--- config.mk ---
export PLATFORM = sky130hd
export DESIGN_NAME = i3c_cpuif_req_ctrl_flat
export DESIGN_NICKNAME = d
export VERILOG_FILES = /design/src/rtl/i3c_cpuif_req_ctrl_if.sv /design/src/rtl/i3c_cpuif_req_ctrl.sv /design/src/flat_wrapper.sv
export SDC_FILE = /design/constraint.sdc
export NUM_CORES = 1
export LEC_CHECK = 0
export BUFFER_PORTS_ARGS = -buffer_cell sky130_fd_sc_hd__buf_4
export CORE_ASPECT_RATIO = 0.5
export CORE_MARGIN = 8
export CORE_UTILIZATION = 54
export DETAILED_ROUTE_END_ITERATION = 10
export PLACE_DENSITY = 0.86
export SYNTH_ARGS = -nofsm -noshare
export SYNTH_HDL_FRONTEND = slang
export SYNTH_SLANG_ARGS = --single-unit
--- constraint.sdc ---
create_clock -name hclk_i -period 6.1 [get_ports hclk_i]
set_input_delay 0.305 -clock hclk_i [delete_from_list [all_inputs] [get_ports hclk_i]]
set_output_delay 0.305 -clock hclk_i [all_outputs]
set_load 0.01 [all_outputs]
--- src/rtl/i3c_cpuif_req_ctrl_if.sv ---
// i3c_cpuif_req_ctrl_if: front-end request/response and CSR cpuif signals of the request sequencer
interface i3c_cpuif_req_ctrl_if #(
  parameter int ADDR_WIDTH = 12
);
  logic                  req_dv_i;
  logic                  req_write_i;
  logic [ADDR_WIDTH-1:0] req_addr_i;
  logic [2:0]            req_size_i;
  logic [31:0]           req_wdata_i;
  logic                  req_hld_o;
  logic                  resp_valid_o;
  logic                  resp_err_o;
  logic [31:0]           resp_rdata_o;
  logic                  s_cpuif_req_o;
  logic                  s_cpuif_req_is_wr_o;
  logic [ADDR_WIDTH-1:0] s_cpuif_addr_o;
  logic [31:0]           s_cpuif_wr_data_o;
  logic [31:0]           s_cpuif_wr_biten_o;
  logic                  s_cpuif_req_stall_wr_i;
  logic                  s_cpuif_req_stall_rd_i;
  logic                  s_cpuif_rd_ack_i;
  logic                  s_cpuif_rd_err_i;
  logic [31:0]           s_cpuif_rd_data_i;
  logic                  s_cpuif_wr_ack_i;
  logic                  s_cpuif_wr_err_i;
  modport slave (
    input  req_dv_i, req_write_i, req_addr_i, req_size_i, req_wdata_i,
    input  s_cpuif_req_stall_wr_i, s_cpuif_req_stall_rd_i,
    input  s_cpuif_rd_ack_i, s_cpuif_rd_err_i, s_cpuif_rd_data_i,
    input  s_cpuif_wr_ack_i, s_cpuif_wr_err_i,
    output req_hld_o, resp_valid_o, resp_err_o, resp_rdata_o,
    output s_cpuif_req_o, s_cpuif_req_is_wr_o, s_cpuif_addr_o,
    output s_cpuif_wr_data_o, s_cpuif_wr_biten_o
  );
  modport master (
    output req_dv_i, req_write_i, req_addr_i, req_size_i, req_wdata_i,
    output s_cpuif_req_stall_wr_i, s_cpuif_req_stall_rd_i,
    output s_cpuif_rd_ack_i, s_cpuif_rd_err_i, s_cpuif_rd_data_i,
    output s_cpuif_wr_ack_i, s_cpuif_wr_err_i,
    input  req_hld_o, resp_valid_o, resp_err_o, resp_rdata_o,
    input  s_cpuif_req_o, s_cpuif_req_is_wr_o, s_cpuif_addr_o,
    input  s_cpuif_wr_data_o, s_cpuif_wr_biten_o
  );
endinterface

--- src/rtl/i3c_cpuif_req_ctrl.sv ---
// i3c_cpuif_req_ctrl: sequences one AHB client request onto the CSR cpuif with stall, ack and timeout handling
module i3c_cpuif_req_ctrl #(
  parameter int ADDR_WIDTH  = 12,
  parameter int ACK_TIMEOUT = 255
) (
  input logic                   hclk_i,
  input logic                   hreset_n_i,
  i3c_cpuif_req_ctrl_if.slave   bus
);
  typedef enum logic [1:0] {IDLE, ISSUE, WAIT, RESP} state_t;
  state_t                state_q, state_d;
  logic [15:0]           cnt_q;
  logic                  wr_q;
  logic [ADDR_WIDTH-1:0] addr_q;
  logic [31:0]           wdata_q, biten_q, rdata_q;
  logic                  err_q;
  logic                  legal, stall, ack, ack_err, done, timeout, err_d;
  logic [31:0]           biten, rdata_d;
  always_comb begin
    legal = bus.req_size_i == 3'd0 || (bus.req_size_i == 3'd1 && !bus.req_addr_i[0]) ||
            (bus.req_size_i == 3'd2 && bus.req_addr_i[1:0] == 2'b00);
    biten = !bus.req_write_i ? 32'h0 :
            bus.req_size_i == 3'd2 ? 32'hFFFF_FFFF :
            bus.req_size_i == 3'd1 ? 32'h0000_FFFF << {bus.req_addr_i[1], 4'b0} :
                                     32'h0000_00FF << {bus.req_addr_i[1:0], 3'b0};
    stall   = wr_q ? bus.s_cpuif_req_stall_wr_i : bus.s_cpuif_req_stall_rd_i;
    ack     = wr_q ? bus.s_cpuif_wr_ack_i : bus.s_cpuif_rd_ack_i;
    ack_err = wr_q ? bus.s_cpuif_wr_err_i : bus.s_cpuif_rd_err_i;
    done    = ack && (state_q == WAIT || (state_q == ISSUE && !stall));
    timeout = cnt_q == 16'(ACK_TIMEOUT);
    // a matching ack in the timeout cycle takes priority over the forced error
    state_d = state_q == IDLE ? (bus.req_dv_i ? (legal ? ISSUE : RESP) : IDLE) :
              state_q == RESP ? IDLE :
              (done || timeout) ? RESP :
              (state_q == ISSUE && stall) ? ISSUE : WAIT;
    err_d   = done ? ack_err : 1'b1;
    rdata_d = (done && !wr_q) ? bus.s_cpuif_rd_data_i : 32'h0;
  end
  always_ff @(posedge hclk_i or negedge hreset_n_i) begin
    if (!hreset_n_i) begin
      state_q <= IDLE;
      cnt_q   <= '0;
      wr_q    <= 1'b0;
      addr_q  <= '0;
      wdata_q <= '0;
      biten_q <= '0;
      err_q   <= 1'b0;
      rdata_q <= '0;
    end else begin
      state_q <= state_d;
      if (state_q == IDLE && bus.req_dv_i) begin
        wr_q    <= bus.req_write_i;
        addr_q  <= {bus.req_addr_i[ADDR_WIDTH-1:2], 2'b00};
        wdata_q <= bus.req_wdata_i;
        biten_q <= biten;
        cnt_q   <= '0;
      end else if (state_q == ISSUE || state_q == WAIT) begin
        cnt_q <= cnt_q + 16'd1;
      end
      if (state_d == RESP && state_q != RESP) begin
        err_q   <= err_d;
        rdata_q <= rdata_d;
      end
    end
  end
  assign bus.req_hld_o           = (state_q == IDLE && bus.req_dv_i) || state_q == ISSUE || state_q == WAIT;
  assign bus.resp_valid_o        = state_q == RESP;
  assign bus.resp_err_o          = err_q;
  assign bus.resp_rdata_o        = rdata_q;
  assign bus.s_cpuif_req_o       = state_q == ISSUE;
  assign bus.s_cpuif_req_is_wr_o = wr_q;
  assign bus.s_cpuif_addr_o      = addr_q;
  assign bus.s_cpuif_wr_data_o   = wdata_q;
  assign bus.s_cpuif_wr_biten_o  = biten_q;
endmodule

--- src/flat_wrapper.sv ---
// flat-port wrapper written by rule: the top's interface ports become plain ports
module i3c_cpuif_req_ctrl_flat 
#(
  parameter int ADDR_WIDTH  = 12,
  parameter int ACK_TIMEOUT = 255
)
  (hclk_i, hreset_n_i, bus_req_dv_i, bus_req_write_i, bus_req_addr_i, bus_req_size_i, bus_req_wdata_i, bus_s_cpuif_req_stall_wr_i, bus_s_cpuif_req_stall_rd_i, bus_s_cpuif_rd_ack_i, bus_s_cpuif_rd_err_i, bus_s_cpuif_rd_data_i, bus_s_cpuif_wr_ack_i, bus_s_cpuif_wr_err_i, bus_req_hld_o, bus_resp_valid_o, bus_resp_err_o, bus_resp_rdata_o, bus_s_cpuif_req_o, bus_s_cpuif_req_is_wr_o, bus_s_cpuif_addr_o, bus_s_cpuif_wr_data_o, bus_s_cpuif_wr_biten_o);
  i3c_cpuif_req_ctrl_if #(.ADDR_WIDTH(ADDR_WIDTH)) bus_i ();
  input logic hclk_i;
  input logic hreset_n_i;
  input wire logic [$bits(bus_i.req_dv_i)-1:0] bus_req_dv_i;
  input wire logic [$bits(bus_i.req_write_i)-1:0] bus_req_write_i;
  input wire logic [$bits(bus_i.req_addr_i)-1:0] bus_req_addr_i;
  input wire logic [$bits(bus_i.req_size_i)-1:0] bus_req_size_i;
  input wire logic [$bits(bus_i.req_wdata_i)-1:0] bus_req_wdata_i;
  input wire logic [$bits(bus_i.s_cpuif_req_stall_wr_i)-1:0] bus_s_cpuif_req_stall_wr_i;
  input wire logic [$bits(bus_i.s_cpuif_req_stall_rd_i)-1:0] bus_s_cpuif_req_stall_rd_i;
  input wire logic [$bits(bus_i.s_cpuif_rd_ack_i)-1:0] bus_s_cpuif_rd_ack_i;
  input wire logic [$bits(bus_i.s_cpuif_rd_err_i)-1:0] bus_s_cpuif_rd_err_i;
  input wire logic [$bits(bus_i.s_cpuif_rd_data_i)-1:0] bus_s_cpuif_rd_data_i;
  input wire logic [$bits(bus_i.s_cpuif_wr_ack_i)-1:0] bus_s_cpuif_wr_ack_i;
  input wire logic [$bits(bus_i.s_cpuif_wr_err_i)-1:0] bus_s_cpuif_wr_err_i;
  output wire logic [$bits(bus_i.req_hld_o)-1:0] bus_req_hld_o;
  output wire logic [$bits(bus_i.resp_valid_o)-1:0] bus_resp_valid_o;
  output wire logic [$bits(bus_i.resp_err_o)-1:0] bus_resp_err_o;
  output wire logic [$bits(bus_i.resp_rdata_o)-1:0] bus_resp_rdata_o;
  output wire logic [$bits(bus_i.s_cpuif_req_o)-1:0] bus_s_cpuif_req_o;
  output wire logic [$bits(bus_i.s_cpuif_req_is_wr_o)-1:0] bus_s_cpuif_req_is_wr_o;
  output wire logic [$bits(bus_i.s_cpuif_addr_o)-1:0] bus_s_cpuif_addr_o;
  output wire logic [$bits(bus_i.s_cpuif_wr_data_o)-1:0] bus_s_cpuif_wr_data_o;
  output wire logic [$bits(bus_i.s_cpuif_wr_biten_o)-1:0] bus_s_cpuif_wr_biten_o;
  assign bus_i.req_dv_i = bus_req_dv_i;
  assign bus_i.req_write_i = bus_req_write_i;
  assign bus_i.req_addr_i = bus_req_addr_i;
  assign bus_i.req_size_i = bus_req_size_i;
  assign bus_i.req_wdata_i = bus_req_wdata_i;
  assign bus_i.s_cpuif_req_stall_wr_i = bus_s_cpuif_req_stall_wr_i;
  assign bus_i.s_cpuif_req_stall_rd_i = bus_s_cpuif_req_stall_rd_i;
  assign bus_i.s_cpuif_rd_ack_i = bus_s_cpuif_rd_ack_i;
  assign bus_i.s_cpuif_rd_err_i = bus_s_cpuif_rd_err_i;
  assign bus_i.s_cpuif_rd_data_i = bus_s_cpuif_rd_data_i;
  assign bus_i.s_cpuif_wr_ack_i = bus_s_cpuif_wr_ack_i;
  assign bus_i.s_cpuif_wr_err_i = bus_s_cpuif_wr_err_i;
  assign bus_req_hld_o = bus_i.req_hld_o;
  assign bus_resp_valid_o = bus_i.resp_valid_o;
  assign bus_resp_err_o = bus_i.resp_err_o;
  assign bus_resp_rdata_o = bus_i.resp_rdata_o;
  assign bus_s_cpuif_req_o = bus_i.s_cpuif_req_o;
  assign bus_s_cpuif_req_is_wr_o = bus_i.s_cpuif_req_is_wr_o;
  assign bus_s_cpuif_addr_o = bus_i.s_cpuif_addr_o;
  assign bus_s_cpuif_wr_data_o = bus_i.s_cpuif_wr_data_o;
  assign bus_s_cpuif_wr_biten_o = bus_i.s_cpuif_wr_biten_o;
  i3c_cpuif_req_ctrl #(.ADDR_WIDTH(ADDR_WIDTH), .ACK_TIMEOUT(ACK_TIMEOUT)) u_core (.hclk_i(hclk_i), .hreset_n_i(hreset_n_i), .bus(bus_i));
endmodule
==> qor.yml <==
yosys:
  synth.area.top_cells: "dfrtp_1, nand2_1, nand3_1, a221oi_1, a2111oi_0"
  synth_cells: 703
  synth.distinct_cells: 38
  synth-seq-area-share_pct: 43.2
  synth_edf_count: 0
  ys_warn_count: 0
  synth-main-ff-cell: "dfrtp_1"
  synth.avg_cell_area_sq_um: 8.08
  ys_ff_latch: 98
  syn_area_sq_um: 5680
  async_flop_share_pct: 100
  synth_top_area_share_pct: 43.2
  yosysTopAreaCell: "dfrtp_1"
worst_setup_path:
  r2r_setup_slack_ns: 2.95
  crit_top_cell: "buf_4"
  path_class: "flip-flop to flip-flop"
  max_stage_delay_ns: 0.71
  cp_cell_sequence: "inv_1, ha_1, buf_4, and2_2, buf_4, a31oi_1, a221oi_1, nand3_1"
  cp_slowest_cell: "buf_4"
  cp.arrival_ns: 3.37
  cp-end-kind: "flip-flop"
  crit_fanout: 89
  cp.required_ns: 6.32
  crit_family: "buffers and inverters"
  crit_buf_inv: 3
  critPathLaunchType: "flip-flop"
timing:
  hold_viol: 0
  hold-worst-slack_ns: 0.132
  clock_skew_ns: 0.0135
  slew_headroom_pct: 15.5
  setup_tns_ns: 0
  max_slew.worst_pin.slew_ns: 1.27
  final_max_slew_viol_count: 0
  rsz0062_at_grt: "false"
  fmax_mhz: 318
  finalCritPeriodShare_pct: 51.6
  fin_crit_ns: 3.15
  finalSetupViolations: 0
power:
  max-vdd-ir-drop_mv: 0.259
  leakagePower_nw: 3.59
  power_density_nw_per_um2: 502
cts:
  clk_latency_ns: 0.36
  cts_root_buffer: "clkbuf_16"
  cts_buffers: 9
  cts_tree: "built"
  cts_resized: 0
  clkSinkCount: 98
  clockBufferDepth: 2
  cts.clk_slew.worst_paths_ns: 0.08
  htree_levels: 3
  cts.repair_timing.setup_buffer_count: 0
  ctsHoldBuffers: 1
die:
  coreArea_sq_um: 10200
  die_area_sq_um: 14300
  die_y_um: 88.5
  die_x_um: 161
  io_pins: 202
  rows: 26
  start_util_pct: 55.6
drt:
  vias_per_cell: 6.05
  drc_errors: 0
  post_drt_wl_per_cell_um: 18.3
  ant_nets: 0
  via_count: 5914
  drt_iter0_drc: 613
  routed_wl_mm: 17.9
  firstDrtPassIters: 5
grt:
  overflow: 0
  antenna_found_initial: 0
  track_usage_pct: 24.2
  first_global_vias: 5732
  grt_max_degree: 90
  grt_pass1_wl_mm: 28.9
outcome:
  status: "finished, final reports clean"
min_path:
  hp-class: "input port to flip-flop"
finish:
  drive_gt1_share_pct: 27.8
  antenna_cells: 0
  nets: 926
  area_growth_pct: 28.7
  layoutNonFillerInstCount: 977
placed_design:
  place_inst: 960
  dp_hpwl_mm: 11.4
  gp_congestion: 0.786
  io_buffers: 199
run:
  maxCapViolCount: 0
[worst paths after layout]
path | from | to | cells after the start
setup / recovery | u_core.state_q[0] | u_core.bus.resp_rdata_o[30] | 8
hold / removal | bus_req_addr_i[5] | u_core.bus.s_cpuif_addr_o[5] | 3
setup reg to reg | u_core.state_q[0] | u_core.bus.resp_rdata_o[30] | 8
hold reg to reg | u_core.bus.s_cpuif_wr_data_o[25] | u_core.bus.s_cpuif_wr_data_o[25] | 2
max in group asynchronous | hreset_n_i | u_core.bus.resp_rdata_o[22] | 3
min in group asynchronous | hreset_n_i | u_core.bus.s_cpuif_wr_data_o[11] | 2
[synthesized netlist by cell type (5+ instances only)]
| cell type | count |
|---|---|
| buf_4 | 30 |
| clkbuf_1 | 54 |
| xnor2_1 | 6 |
| nand3_1 | 69 |
| ha_1 | 5 |
| o21ai_0 | 10 |
| a2111oi_0 | 31 |
| a21oi_1 | 11 |
| inv_1 | 41 |
| dfrtp_1 | 98 |
| nand4_1 | 37 |
| buf_1 | 9 |
| a31oi_1 | 33 |
| nand2_1 | 177 |
| nor2_1 | 15 |
| or3_1 | 5 |
| a221oi_1 | 32 |
[through the flow]
| step | util (%) | setup slack [ns] | instance area [sq um] | power (W) |
|---|---|---|---|---|
| 6_report | 71.5 | 2.95 | 7310 | 0.00367 |
| 5_1_grt | 71.5 | 2.83 | 7310 | 0.00391 |
| 4_1_cts | 71.5 | 3.04 | 7310 | 0.00366 |
| 3_5_place_dp | 68.3 | 3.07 | 6980 | 0.00305 |
| 3_3_place_gp | 68.3 | 3.21 | 6980 | 0.00298 |
| 2_1_floorplan | - | 4.01 | 5680 | 0.00228 |
[sequential cells by signal, indices dropped and copies added (netlist names)]
register and flops:
u_core.bus.resp_rdata_o 32, u_core.bus.s_cpuif_wr_data_o 32, u_core.cnt_q 16, u_core.bus.s_cpuif_addr_o 10, u_core.bus.s_cpuif_wr_biten_o 4, u_core.state_q 2
u_core.bus.resp_err_o 1, u_core.bus.s_cpuif_req_is_wr_o 1
[final cells by class]
| class | count | area (sq um) |
|---|---|---|
| Fill cell | 792 | 2910 |
| Multi-Input combinational cell | 471 | 2620 |
| Sequential cell | 98 | 2450 |
| Timing Repair Buffer | 211 | 1590 |
| Clock buffer | 9 | 225 |
| Tap cell | 140 | 175 |
| Inverter | 41 | 154 |
| Clock inverter | 7 | 92.6 |
[worst register-to-register path, delay by kind of cell (launching register included)]
family                     cells  cell delay (ns)
AOI/OAI and AO/OA              2             0.58
adders and majority gates      1             0.48
buffers and inverters          3             1.20
DFF                            1             0.41
and+or+nand+nor                2             0.37
[placed cells by master (no fill, tap or decap), types with 2 or more instances in the layout]
| cell type | netlist | layout |
|---|---|---|
| inv_6 | 0 | 3 |
| clkbuf_16 | 0 | 9 |
| a31oi_1 | 33 | 33 |
| xnor2_1 | 6 | 6 |
| dfrtp_1 | 98 | 98 |
| nand2b_1 | 4 | 4 |
| nor2_1 | 15 | 14 |
| or3_1 | 5 | 5 |
| ha_1 | 5 | 4 |
| or4_1 | 4 | 4 |
| xor2_1 | 4 | 4 |
| conb_1 | 1 | 2 |
| a21oi_1 | 11 | 10 |
| a221oi_1 | 32 | 32 |
| nand4_1 | 37 | 37 |
| nor4_1 | 3 | 3 |
| buf_4 | 30 | 210 |
| mux2i_1 | 3 | 3 |
| nor3_1 | 2 | 2 |
| a2111oi_0 | 31 | 31 |
| nand2_1 | 177 | 176 |
| and3_1 | 4 | 4 |
| nand3b_1 | 2 | 2 |
| o21ai_0 | 10 | 10 |
| nand3_1 | 69 | 69 |
| inv_1 | 41 | 41 |
[per-layer routing]
layer  vias up  share of wire, %  GRT usage (%)
met5         -                 0              0
met2       341                50           42.5
met3        40               8.9           5.90
met4         0               2.0           7.42
li1       2723                 -              -
met1      2810                39           29.3
[where the power goes]
group          internal [W]  switching [W]
clock              0.000330       0.000281
combinational      0.000817        0.00106
sequential         0.000927       0.000252
total               0.00207        0.00159
[logic make-up (layout without fill, tap and decap cells)]
logic type               Yosys count  in the layout  share of synthesized area [%]
other                              1              2                         0.0660
flip-flops                        98             98                           43.2
multiplexers                       4              4                          0.727
adder cells (fa/ha/maj)            5              5                           1.10
buffers and inverters            135            268                           10.9
AO/OA/AOI/OAI                    124            124                           16.3
XOR/XNOR                          10             10                           1.54
AND/OR/NAND/NOR                  326            326                           26.1
(Power assumes the default switching activity.)
